File: src/rtl/booth_mult_seq.sv
// booth_mult_seq
//   Iterative radix-4 Booth multiplier-accumulator. One Booth digit (two
//   multiplier bits) is retired per clock, so an operation takes
//   N = A_W/2 + 1 cycles from the accepting edge to the result edge.
//   Operands are signed or unsigned per operation; an optional preset is
//   added to the product. The result is (a*b + acc_in) mod 2^P_W.
//
// Ports
//   clk       rising-edge clock
//   rst       asynchronous, active-high reset (clears every register)
//   start     request, sampled only while idle
//   is_signed 1: a, b are two's complement, 0: unsigned (latched at start)
//   acc_en    1: add acc_in to the product (latched at start)
//   a         multiplier, A_W bits (latched at start)
//   b         multiplicand, B_W bits (latched at start)
//   acc_in    accumulate preset, P_W bits (latched at start)
//   busy      high while an operation is in progress (registered)
//   p_valid   one-cycle pulse when p carries a new result
//   p         result, held until the next completion
module booth_mult_seq #(
  parameter int A_W = 12,
  parameter int B_W = 12,
  parameter int P_W = A_W + B_W
) (
  input  logic           clk,
  input  logic           rst,
  input  logic           start,
  input  logic           is_signed,
  input  logic           acc_en,
  input  logic [A_W-1:0] a,
  input  logic [B_W-1:0] b,
  input  logic [P_W-1:0] acc_in,
  output logic           busy,
  output logic           p_valid,
  output logic [P_W-1:0] p
);

  localparam int N     = A_W / 2 + 1;
  localparam int CNT_W = $clog2(N);
  // Multiplier shift register: A_W+2 extended bits plus the implicit a[-1].
  localparam int AS_W  = A_W + 3;

  localparam logic [0:0] ST_IDLE = 1'b0;
  localparam logic [0:0] ST_RUN  = 1'b1;

  localparam logic [CNT_W-1:0] CNT_LAST = CNT_W'(N - 1);

  logic [0:0]             state_q, state_d;
  logic [CNT_W-1:0]       cnt_q, cnt_d;
  logic [AS_W-1:0]        a_sh_q, a_sh_d;
  logic signed [B_W:0]    b_q, b_d;
  logic signed [P_W-1:0]  acc_q, acc_d;
  logic [P_W-1:0]         p_q, p_d;
  logic                   p_valid_q, p_valid_d;

  logic signed [P_W-1:0]  pp;
  logic signed [P_W-1:0]  pp_sh;
  logic signed [P_W-1:0]  acc_next;

  // Partial product d*b for one Booth window, sign-extended to P_W.
  // Negation is ~b+1 on the extended multiplicand; doubling is a left shift.
  function automatic logic signed [P_W-1:0] booth_pp(
    input logic [2:0]          win,
    input logic signed [B_W:0] bx
  );
    logic signed [P_W-1:0] b_w;
    logic signed [P_W-1:0] b_neg;
    b_w   = {{(P_W-B_W-1){bx[B_W]}}, bx};
    b_neg = ~b_w + P_W'(1);
    case (win)
      3'b001, 3'b010: booth_pp = b_w;
      3'b011:         booth_pp = b_w <<< 1;
      3'b100:         booth_pp = b_neg <<< 1;
      3'b101, 3'b110: booth_pp = b_neg;
      default:        booth_pp = '0;
    endcase
  endfunction

  // The shift register is moved two bits per iteration, so the current
  // window {a[2i+1], a[2i], a[2i-1]} is always in its three low bits.
  always_comb begin
    pp       = booth_pp(a_sh_q[2:0], b_q);
    pp_sh    = pp << {cnt_q, 1'b0};
    acc_next = acc_q + pp_sh;
  end

  always_comb begin
    state_d   = state_q;
    cnt_d     = cnt_q;
    a_sh_d    = a_sh_q;
    b_d       = b_q;
    acc_d     = acc_q;
    p_d       = p_q;
    p_valid_d = 1'b0;
    case (state_q)
      ST_IDLE: begin
        if (start) begin
          b_d     = {is_signed & b[B_W-1], b};
          a_sh_d  = {{2{is_signed & a[A_W-1]}}, a, 1'b0};
          acc_d   = acc_en ? acc_in : '0;
          cnt_d   = '0;
          state_d = ST_RUN;
        end
      end
      default: begin
        acc_d  = acc_next;
        a_sh_d = a_sh_q >> 2;
        if (cnt_q == CNT_LAST) begin
          p_d       = acc_next;
          p_valid_d = 1'b1;
          state_d   = ST_IDLE;
        end else begin
          cnt_d = cnt_q + CNT_W'(1);
        end
      end
    endcase
  end

  // Register stage: every flop, data included, is cleared by reset so an
  // aborted operation leaves no trace on p.
  always_ff @(posedge clk or posedge rst) begin
    if (rst) begin
      state_q   <= ST_IDLE;
      cnt_q     <= '0;
      a_sh_q    <= '0;
      b_q       <= '0;
      acc_q     <= '0;
      p_q       <= '0;
      p_valid_q <= 1'b0;
    end else begin
      state_q   <= state_d;
      cnt_q     <= cnt_d;
      a_sh_q    <= a_sh_d;
      b_q       <= b_d;
      acc_q     <= acc_d;
      p_q       <= p_d;
      p_valid_q <= p_valid_d;
    end
  end

  assign busy    = (state_q == ST_RUN);
  assign p_valid = p_valid_q;
  assign p       = p_q;

endmodule

File: config.mk
export PLATFORM = sky130hd
export DESIGN_NAME = booth_mult_seq
export DESIGN_NICKNAME = d
export VERILOG_FILES = /design/src/rtl/booth_mult_seq.sv
export SDC_FILE = /design/constraint.sdc
export NUM_CORES = 1
export LEC_CHECK = 0
export BUFFER_PORTS_ARGS = -buffer_cell sky130_fd_sc_hd__buf_2
export CAP_MARGIN = 10
export CORE_UTILIZATION = 59
export DETAILED_ROUTE_END_ITERATION = 10
export GPL_TIMING_DRIVEN = 0
export HOLD_SLACK_MARGIN = 0.06
export PLACE_DENSITY = 0.91
export SETUP_SLACK_MARGIN = 0.5
export SLEW_MARGIN = 15
export SYNTH_ARGS = -nofsm -noshare
export SYNTH_HDL_FRONTEND = slang
export SYNTH_SLANG_ARGS = --single-unit
File: constraint.sdc
create_clock -name clk -period 6.7 [get_ports clk]
set_input_delay 0.335 -clock clk [delete_from_list [all_inputs] [get_ports clk]]
set_output_delay 0.335 -clock clk [all_outputs]
set_load 0.01 [all_outputs]
==> results of run 1 <==
sequential cells by signal, indices dropped and copies added (netlist names):
| signal | count |
|---|---|
| b_q | 13 |
| busy | 1 |
| p_valid | 1 |
| cnt_q | 3 |
| acc_q | 24 |
| p | 24 |
| a_sh_q | 14 |
per-layer routing:
metal | share of wire [%] | vias to the layer above | global-route usage (%)
met5 | 0 | - | 0
met2 | 46 | 285 | 53.7
met1 | 43 | 2678 | 46.6
met3 | 7.7 | 47 | 4.92
met4 | 3.1 | 0 | 13.3
li1 | - | 2641 | -
cell families (layout without fill, tap and decap cells):
logic type | after synthesis | after routing
compound gates | 221 | 221
simple gates | 207 | 207
flops | 80 | 80
buf+inv | 65 | 161
mux | 40 | 40
xor+xnor | 36 | 36
fa+ha+maj | 28 | 28
metrics by stage:
step / worst slack, ns / hold slack (ns) / std cells / area (um^2) / utilization (%)
final: 0.986 / 0.158 / 906 / 6740 / 69.3
after global routing: 0.578 / 0.195 / 906 / 6740 / 69.3
after CTS: 1.15 / 0.165 / 906 / 6740 / 69.3
after detailed placement: 1.19 / 0.365 / 889 / 6500 / 66.8
after global placement: 1.22 / 0.459 / 888 / 6470 / 66.5
after floorplan: 2.01 / 0.446 / 677 / 5910 / -
final cells by class:
type	instances	area (um^2)	share of cell area, %
buffer	50	348	5.16
clock buffer	12	155	2.30
clock inverter	4	76.3	1.13
inverter	15	58.8	0.872
multi-input combinational	532	3510	52.0
sequential	80	2000	29.7
tap	133	166	2.47
timing repair buffer	80	428	6.35
how the worst max path moves through the flow:
| stage | startpoint | endpoint | slack, ns |
|---|---|---|---|
| global placement | b_q[0] | acc_q[23] | 1.22 |
| CTS | b_q[0] | acc_q[23] | 1.15 |
| global route | b_q[0] | acc_q[23] | 0.58 |
| finish | b_q[0] | acc_q[23] | 0.99 |
| floorplan | b_q[0] | acc_q[23] | 2.01 |
| detailed placement | b_q[0] | acc_q[23] | 1.19 |
worst min-delay path, cell delays in order:
cell     delay (ns)
buf_2          0.07
nand2_1        0.03
o21ai_0        0.06
cells in the mapped netlist (3+ instances only):
| cell | count | area [um^2] |
|---|---|---|
| dfrtp_1 | 80 | 2000 |
| nand2_1 | 76 | 285 |
| o21ai_0 | 69 | 345 |
| a21oi_1 | 59 | 295 |
| nor2_1 | 40 | 150 |
| clkbuf_1 | 30 | 113 |
| ha_1 | 27 | 338 |
| nor2b_1 | 27 | 169 |
| mux2i_1 | 26 | 260 |
| a311oi_1 | 21 | 184 |
| xor2_1 | 21 | 184 |
| nand3_1 | 16 | 80.1 |
| inv_1 | 15 | 56.3 |
| xnor2_1 | 15 | 131 |
| mux2_2 | 14 | 158 |
| a21o_1 | 13 | 97.6 |
| nor3_1 | 13 | 65.1 |
| a211oi_1 | 8 | 60.1 |
| a31oi_1 | 6 | 37.5 |
| clkbuf_8 | 6 | 82.6 |
| nand2b_1 | 5 | 31.3 |
| o211ai_1 | 5 | 37.5 |
| o31ai_1 | 5 | 37.5 |
| or3_1 | 5 | 31.3 |
| a221oi_1 | 4 | 35.0 |
| and2_1 | 4 | 25.0 |
| buf_6 | 4 | 45.0 |
| a22oi_1 | 3 | 22.5 |
| a31o_2 | 3 | 26.3 |
| buf_1 | 3 | 11.3 |
| buf_2 | 3 | 15.0 |
| o21a_1 | 3 | 22.5 |
| o41ai_1 | 3 | 26.3 |
==> results.yml, run 1 <==
clock_tree:
  cts.path.max_buffers: 2
  cts_root_buf: "clkbuf_8"
  htreeDepth: 3
  cts_tree: "yes"
  cts_buffers: 9
  worstSkewPairLatency_ns: 0.38
  cts_resized: 0
  path_clk_slew_ns: 0.09
  clock-sinks: 80
  cts.hold.buffers_added: 1
  post-cts-setup-buffer-count: 0
yosys:
  ys.warnings.count: 0
  ys_seq_area_share_pct: 33.8
  synth_edf_count: 0
  synth-async-reset-ratio_pct: 100
  synthAdderAreaFrac_pct: 6.05
  synth_top_family_by_area: "compound AO/OA/AOI/OAI gates"
  ys_seq_elements: 80
  yosys.area_share.simple_pct: 17.3
  synthXorXnorAreaFrac_pct: 5.33
  synth_ff_type: "dfrtp_1"
  synth.distinct_cells: 65
  synth_mux_area_share_pct: 7.07
  synthCells: 677
  syn_area_per_cell_um2: 8.74
  syn-num-nets: 758
  synth_compound_area_share_pct: 23.5
  syn_area_um2: 5910
floorplanning:
  start_util_pct: 60.8
  core_area_um2: 9730
  die_x_um: 102
  io-pin-count: 79
  die_height_um: 102
  rows: 36
  die-area_um2: 10400
setup_path:
  cp_slowest_cell: "dfrtp_1"
  worstReg2RegStart: "b_q[0]"
  r2r-end: "acc_q[23]"
  worstSetupPathType: "reg2reg"
  worstSetupEndpointType: "flop"
  arrival_ns: 5.96
  cp_max_fo: 10
  crit_path_cell_trace: "inv_1 > ha_1 > or3b_4 > buf_6 > o31ai_1 > xnor2_1 > a221oi_1 > a2bb2oi_1 > mux2_2 > nor2_1 > a21oi_1 > o21ai_1 > ha_1 > a21oi_1 > nor2_1 > a211o_1 > nor2_1 > o21ai_0 > o311a_1 > a311oi_1 > xnor2_1 > a21oi_1"
  crit_required_ns: 6.95
  cp_top_family: "compound AO/OA/AOI/OAI gates"
  slowest_delay_ns: 0.47
  critPathLaunchType: "flop"
  path_depth: 22
  ff2ff_path_depth: 22
  critPathBufInv: 2
  r2r_setup_slack_ns: 0.99
timing:
  tightest_slew_ns: 0.865
  max_freq_mhz: 175
  drv_slew: 0
  fin_skew_ns: 0.0148
  finalSetupViolCount: 0
  fin_setup_tns_ns: 0
  period_share_pct: 85.3
  rsz0062_at_grt: "false"
  relSlewSlack_pct: 41.6
  hold_viol_final: 0
  layout_min_cycle_time_ns: 5.71
layout:
  layout_common_cells: "buf_2, dfrtp_1, nand2_1, o21ai_0, a21oi_1"
  layout.nets: 849
  drive_gt1_share_pct: 18.4
  n_fill_cell: 800
  layout_commonest_cell: "buf_2"
  antenna-diode-count: 0
  area_growth_pct: 14.0
detailed_routing:
  ant_nets: 0
  totalWireLength_um: 16800
  detail_route.wl_per_cell_um: 18.5
  dr.pass1.iters: 5
  drc_errors: 0
  vias: 5651
  vias_per_cell: 6.24
  initialDrtViolationCount: 349
global_routing:
  track_usage_pct: 33.8
  grt_max_degree: 53
  grt_pass1_vias: 5411
  globalRouteOverflowTotal: 0
  antenna_found_initial: 0
  grt_pass1_wl_um: 27100
min_path:
  hold_path_end: "b_q[1]"
  min_path_cells: 3
  min_from: "b[1]"
  worstHoldPathType: "in2reg"
placement:
  place_congestion: 0.958
  dp_hpwl_um: 12600
  port_buffers: 78
job:
  maxCapViolations: 0
outcome:
  status: "finished clean"
Power of run 1 is not shown: default switching activity piles up to over one toggle a cycle in this logic, so the estimate is an artifact.
==> run 2, diff against run 1 <==
--- a/config.mk
+++ b/config.mk
@@ -5,9 +5,10 @@
 export SDC_FILE = /design/constraint.sdc
 export NUM_CORES = 1
 export LEC_CHECK = 0
-export BUFFER_PORTS_ARGS = -buffer_cell sky130_fd_sc_hd__buf_2
-export CAP_MARGIN = 10
+export BUFFER_PORTS_ARGS = -buffer_cell sky130_fd_sc_hd__buf_4
+export CAP_MARGIN = 20
 export CORE_UTILIZATION = 59
+export CTS_CLUSTER_DIAMETER = 120
 export DETAILED_ROUTE_END_ITERATION = 10
 export GPL_TIMING_DRIVEN = 0
 export HOLD_SLACK_MARGIN = 0.06
==> results.yml, run 2 (synthesis gave the netlist of run 1 again) <==
outcome:
  status: "finished clean"
timing:
  hold_viol_final: 0
  fin_setup_tns_ns: 0
  max_freq_mhz: 171
  tightest_slew_ns: 0.733
  rsz0062_at_grt: "false"
  finalSetupViolCount: 0
  fin_skew_ns: 0.0203
  period_share_pct: 87.3
  layout_min_cycle_time_ns: 5.85
  relSlewSlack_pct: 51.2
  drv_slew: 0
floorplanning:
  io-pin-count: 79
  die_x_um: 102
  rows: 36
  core_area_um2: 9730
  die-area_um2: 10400
  start_util_pct: 60.8
  die_height_um: 102
global_routing:
  grt_max_degree: 53
  grt_pass1_wl_um: 27900
  antenna_found_initial: 0
  globalRouteOverflowTotal: 0
  grt_pass1_vias: 5423
  track_usage_pct: 35.3
layout:
  layout.nets: 849
  fin_area_um2: 6930
  layout_common_cells: "dfrtp_1, buf_4, nand2_1, o21ai_0, a21oi_1"
  drive_gt1_share_pct: 18.5
  antenna-diode-count: 0
  layout_commonest_cell: "dfrtp_1"
  area_growth_pct: 17.1
setup_path:
  worstSetupEndpointType: "flop"
  slowest_delay_ns: 0.48
  r2r-end: "p[23]"
  worstSetupPathType: "reg2reg"
  arrival_ns: 6.10
  critPathLaunchType: "flop"
  crit_required_ns: 6.95
  ff2ff_path_depth: 22
  critPathBufInv: 2
  worstReg2RegStart: "b_q[0]"
  cp_max_fo: 10
  r2r_setup_slack_ns: 0.85
  cp_slowest_cell: "dfrtp_1"
  cp_top_family: "compound AO/OA/AOI/OAI gates"
  crit_path_cell_trace: "inv_1 > ha_1 > or3b_4 > buf_6 > o31ai_1 > xnor2_1 > a221oi_1 > a2bb2oi_1 > mux2_2 > nor2_1 > a21oi_1 > o21ai_1 > ha_1 > a21oi_1 > nor2_1 > a211o_1 > nor2_1 > o21ai_0 > o311a_1 > a311oi_1 > xnor2_1 > o21ai_1"
  path_common_cell: "nor2_1"
clock_tree:
  cts_resized: 0
  path_clk_slew_ns: 0.10
  clock-sinks: 80
  worstSkewPairLatency_ns: 0.40
  htreeDepth: 3
  cts_buffers: 9
  cts_root_buf: "clkbuf_8"
  cts.path.max_buffers: 2
  cts_tree: "yes"
detailed_routing:
  dr.pass1.iters: 9
  ant_nets: 0
  initialDrtViolationCount: 436
  totalWireLength_um: 17400
  drc_errors: 0
  vias_per_cell: 6.22
  vias: 5633
  detail_route.wl_per_cell_um: 19.2
placement:
  dpl_cell_area_um2: 6700
  place_congestion: 0.970
  port_buffers: 78
  dp_hpwl_um: 12800
min_path:
  min_path_cells: 3
  worstHoldPathType: "in2reg"
  hold_path_end: "b_q[1]"
  min_from: "b[1]"
job:
  maxCapViolations: 0
## run 2: cell types whose count changed in the layout (fill, tap and decap cells not counted)
cell | before | now
clkinv_4 | 1 | 0
inv_8 | 0 | 2
clkinvlp_4 | 1 | 0
clkinv_8 | 0 | 1
inv_6 | 0 | 3
buf_2 | 81 | 3
bufinv_16 | 2 | 1
buf_4 | 1 | 79
clkbuf_8 | 17 | 15
clkbuf_1 | 31 | 30
## run 2: through the flow
step / worst slack (ns) / util (%) / hold slack, ns / instances
finish: 0.854 / 71.2 / 0.135 / 906
global route: 0.520 / 71.2 / 0.140 / 906
CTS: 1.00 / 71.2 / 0.119 / 906
detailed placement: 1.10 / 68.8 / 0.366 / 889
global placement: 1.16 / 68.5 / 0.461 / 888
floorplan: 2.01 / - / 0.446 / 677
## run 2: worst max-delay path by stage
| stage | start | to | slack [ns] | cells past startpoint |
|---|---|---|---|---|
| floorplan | b_q[0] | acc_q[23] | 2.01 | 22 |
| global placement | b_q[0] | acc_q[23] | 1.16 | 22 |
| detailed placement | b_q[0] | acc_q[23] | 1.10 | 22 |
| CTS | b_q[0] | p[23] | 1.00 | 22 |
| global route | b_q[0] | p[23] | 0.52 | 22 |
| finish | b_q[0] | p[23] | 0.85 | 22 |
## run 2: timing repair
item | CTS | global route
buffers inserted | 0 | 0
hold endpoints to repair | 28 | 0
hold buffers | 1 | 0
## run 2: layout make-up
class / instances / area [um^2]
flip-flops and latches: 80 / 2000
inverters: 15 / 58.8
fillers: 769 / 2800
multi-input cells: 532 / 3510
repair buffers: 80 / 623
well taps: 133 / 166
clock buffers: 9 / 124
plain buffers: 50 / 348
clock inverters: 7 / 95.1
## run 2: worst register-to-register path, delay by kind of cell, from the launching register on
family          cells  cell delay [ns]
mux                 1             0.23
fa+ha+maj           2             0.65
compound gates     11             2.91
buf+inv             2             0.28
simple gates        4             0.73
flops               1             0.48
xor+xnor            2             0.42
## run 2: routing by layer
| metal | vias up | share of wire, % | track usage, % |
|---|---|---|---|
| met2 | 273 | 45 | 53.9 |
| met4 | 0 | 3.0 | 16.0 |
| met3 | 53 | 8.6 | 9.30 |
| met1 | 2671 | 43 | 46.9 |
| li1 | 2636 | - | - |
| met5 | - | 0 | 0 |
Power of run 2 is left out for the same reason.
==> run 3, diff against run 2 <==
--- a/config.mk
+++ b/config.mk
@@ -5,6 +5,7 @@
 export SDC_FILE = /design/constraint.sdc
 export NUM_CORES = 1
 export LEC_CHECK = 0
+export ABC_AREA = 1
 export BUFFER_PORTS_ARGS = -buffer_cell sky130_fd_sc_hd__buf_4
 export CAP_MARGIN = 20
 export CORE_UTILIZATION = 59
@@ -12,7 +13,7 @@
 export DETAILED_ROUTE_END_ITERATION = 10
 export GPL_TIMING_DRIVEN = 0
 export HOLD_SLACK_MARGIN = 0.06
-export PLACE_DENSITY = 0.91
+export PLACE_DENSITY = 0.92
 export SETUP_SLACK_MARGIN = 0.5
 export SLEW_MARGIN = 15
 export SYNTH_ARGS = -nofsm -noshare
==> results.yml, run 3 <==
outcome:
  status: "finished clean"
global_routing:
  grt_pass1_vias: 5542
  track_usage_pct: 34.5
  grt_pass1_wl_um: 27100
  grt_max_degree: 60
  antenna_found_initial: 0
  globalRouteOverflowTotal: 0
yosys:
  synth_edf_count: 0
  ys.warnings.count: 0
  synth.top_cells.by_area: "dfrtp_1, nand2_1, ha_1"
  ys_seq_elements: 80
  synth-async-reset-ratio_pct: 100
  syn-num-nets: 875
  yosysMostFrequentCell: "nand2_1"
  ys_seq_area_share_pct: 35.1
  synth_top_cell_by_area: "dfrtp_1"
  yosysTopAreaCellShare_pct: 35.1
  synth_ff_type: "dfrtp_1"
  synthTopCellsByCount: "nand2_1, dfrtp_1, nand3_1"
  syn_area_per_cell_um2: 7.19
  synth.distinct_cells: 47
  syn_area_um2: 5710
  synthCells: 794
timing:
  rsz0062_at_grt: "false"
  tightest_slew_ns: 0.680
  hold_viol_final: 0
  finalSetupViolCount: 0
  drv_slew: 0
  max_freq_mhz: 244
  finalWorstSetupSlack_ns: 2.60
  layout_min_cycle_time_ns: 4.10
  period_share_pct: 61.3
  relSlewSlack_pct: 54.5
  fin_skew_ns: 0.0167
  fin_setup_tns_ns: 0
detailed_routing:
  totalWireLength_um: 16200
  detail_route.wl_per_cell_um: 15.9
  dr.pass1.iters: 6
  drc_errors: 0
  ant_nets: 0
  vias: 5932
  vias_per_cell: 5.82
  initialDrtViolationCount: 452
floorplanning:
  die_x_um: 100
  die_height_um: 100
  start_util_pct: 61.2
  die-area_um2: 10100
  io-pin-count: 79
  rows: 35
  core_area_um2: 9330
layout:
  regArea_um2: 2000
  area_growth_pct: 17.1
  antenna-diode-count: 0
  layout_common_cells: "nand2_1, buf_4, dfrtp_1, nand3_1, inv_1"
  layout.nets: 966
  layout_commonest_cell: "nand2_1"
  n_fill_cell: 764
  drive_gt1_share_pct: 17.4
  multi_input_area_um2: 3300
setup_path:
  worstSetupEndpointType: "flop"
  slowest_delay_ns: 0.43
  critPathBufInv: 2
  crit_required_ns: 6.97
  crit_path_cell_trace: "inv_2 > ha_1 > nand2_2 > nor2_2 > xor2_1 > nand2_1 > o2111ai_1 > nand2_1 > nand2_1 > nand2_1 > o21ai_1 > inv_1 > nor2_1 > ha_1 > a21o_1 > a21oi_1 > o21bai_2 > a21oi_2 > o21ai_2 > xnor2_1 > or2_1 > a21oi_1"
  path_common_cell: "nand2_1"
  critPathLaunchType: "flop"
  cp_max_fo: 5
  cp_top_family: "compound AO/OA/AOI/OAI gates"
  cp_slowest_cell: "dfrtp_1"
  worstSetupPathType: "reg2reg"
  arrival_ns: 4.37
clock_tree:
  cts_buffers: 9
  worstSkewPairLatency_ns: 0.38
  cts_resized: 0
  cts_tree: "yes"
  htreeDepth: 3
  clock-sinks: 80
  cts.path.max_buffers: 2
  cts_root_buf: "clkbuf_8"
  path_clk_slew_ns: 0.11
  post-cts-setup-buffer-count: 0
  cts.hold.buffers_added: 1
min_path:
  worstHoldPathType: "in2reg"
job:
  maxCapViolations: 0
placement:
  dpl_worst_slack_ns: 2.77
  dp_hpwl_um: 12600
  place_congestion: 0.977
  port_buffers: 78
## run 3: cell types whose count changed after synthesis, sizes merged, moves of 11 or more
cell | before | now
nand2 | 76 | 245
nand3 | 16 | 74
inv | 15 | 71
nor2b | 27 | 0
mux2i | 26 | 1
a21oi | 59 | 37
a311oi | 21 | 0
clkbuf | 36 | 18
mux2 | 14 | 0
nor2 | 40 | 53
o211ai | 5 | 18
o21ai | 71 | 82
## run 3: logic make-up (layout without fill, tap and decap cells)
kind of cell | count (synthesis) | in the layout | synth area share [%]
mux | 1 | 1 | 0.175
flops | 80 | 80 | 35.1
xor+xnor | 21 | 21 | 3.22
fa+ha+maj | 28 | 28 | 6.27
compound gates | 169 | 169 | 17.8
simple gates | 393 | 393 | 30.3
buf+inv | 102 | 198 | 7.19
## run 3: worst paths after layout
kind | to | slack [ns] | startpoint | cells after the start
max reg2reg | acc_q[16] | 2.60 | b_q[0] | 22
max in group asynchronous | acc_q[23] | 5.64 | rst | 4
min reg2reg | p[20] | 0.49 | p[20] | 2
max | acc_q[16] | 2.60 | b_q[0] | 22
min in group asynchronous | b_q[2] | 0.47 | rst | 3
min | b_q[6] | 0.15 | b[6] | 3
## run 3: layout make-up
class	count	area share [%]
well taps	129	2.41
inverters	72	4.08
repair buffers	80	9.32
plain buffers	30	2.10
clock buffers	9	1.85
multi-input cells	612	49.3
clock inverters	7	1.01
flip-flops and latches	80	29.9
## run 3: metrics by stage
stage	cells	instance area, um^2	hold slack, ns	utilization, %
2_1_floorplan	794	5710	0.452	-
3_3_place_gp	1001	6460	0.464	69.2
3_5_place_dp	1002	6490	0.327	69.6
4_1_cts	1019	6690	0.151	71.7
5_1_grt	1019	6690	0.161	71.7
6_report	1019	6690	0.154	71.7
## run 3: routing by layer
| layer | vias to the layer above | global-route usage (%) | wire length [um] | part of all wire, % |
|---|---|---|---|---|
| met5 | - | 0 | 0 | 0 |
| met4 | 0 | 11.4 | 448 | 2.8 |
| met3 | 47 | 7.94 | 1390 | 8.6 |
| met2 | 296 | 53.6 | 7350 | 45 |
| met1 | 2740 | 47.8 | 6980 | 43 |
| li1 | 2849 | - | - | - |
## run 3: worst register-to-register path, stage by stage, from the launching register on
cell,delay [ns]
dfrtp_1,0.43
inv_2,0.13
ha_1,0.24
nand2_2,0.12
nor2_2,0.18
xor2_1,0.26
nand2_1,0.08
o2111ai_1,0.14
nand2_1,0.11
nand2_1,0.07
nand2_1,0.05
o21ai_1,0.09
inv_1,0.08
nor2_1,0.19
ha_1,0.33
a21o_1,0.22
a21oi_1,0.24
o21bai_2,0.12
a21oi_2,0.28
o21ai_2,0.09
xnor2_1,0.35
or2_1,0.16
a21oi_1,0.05
Power of run 3 is left out for the same reason.
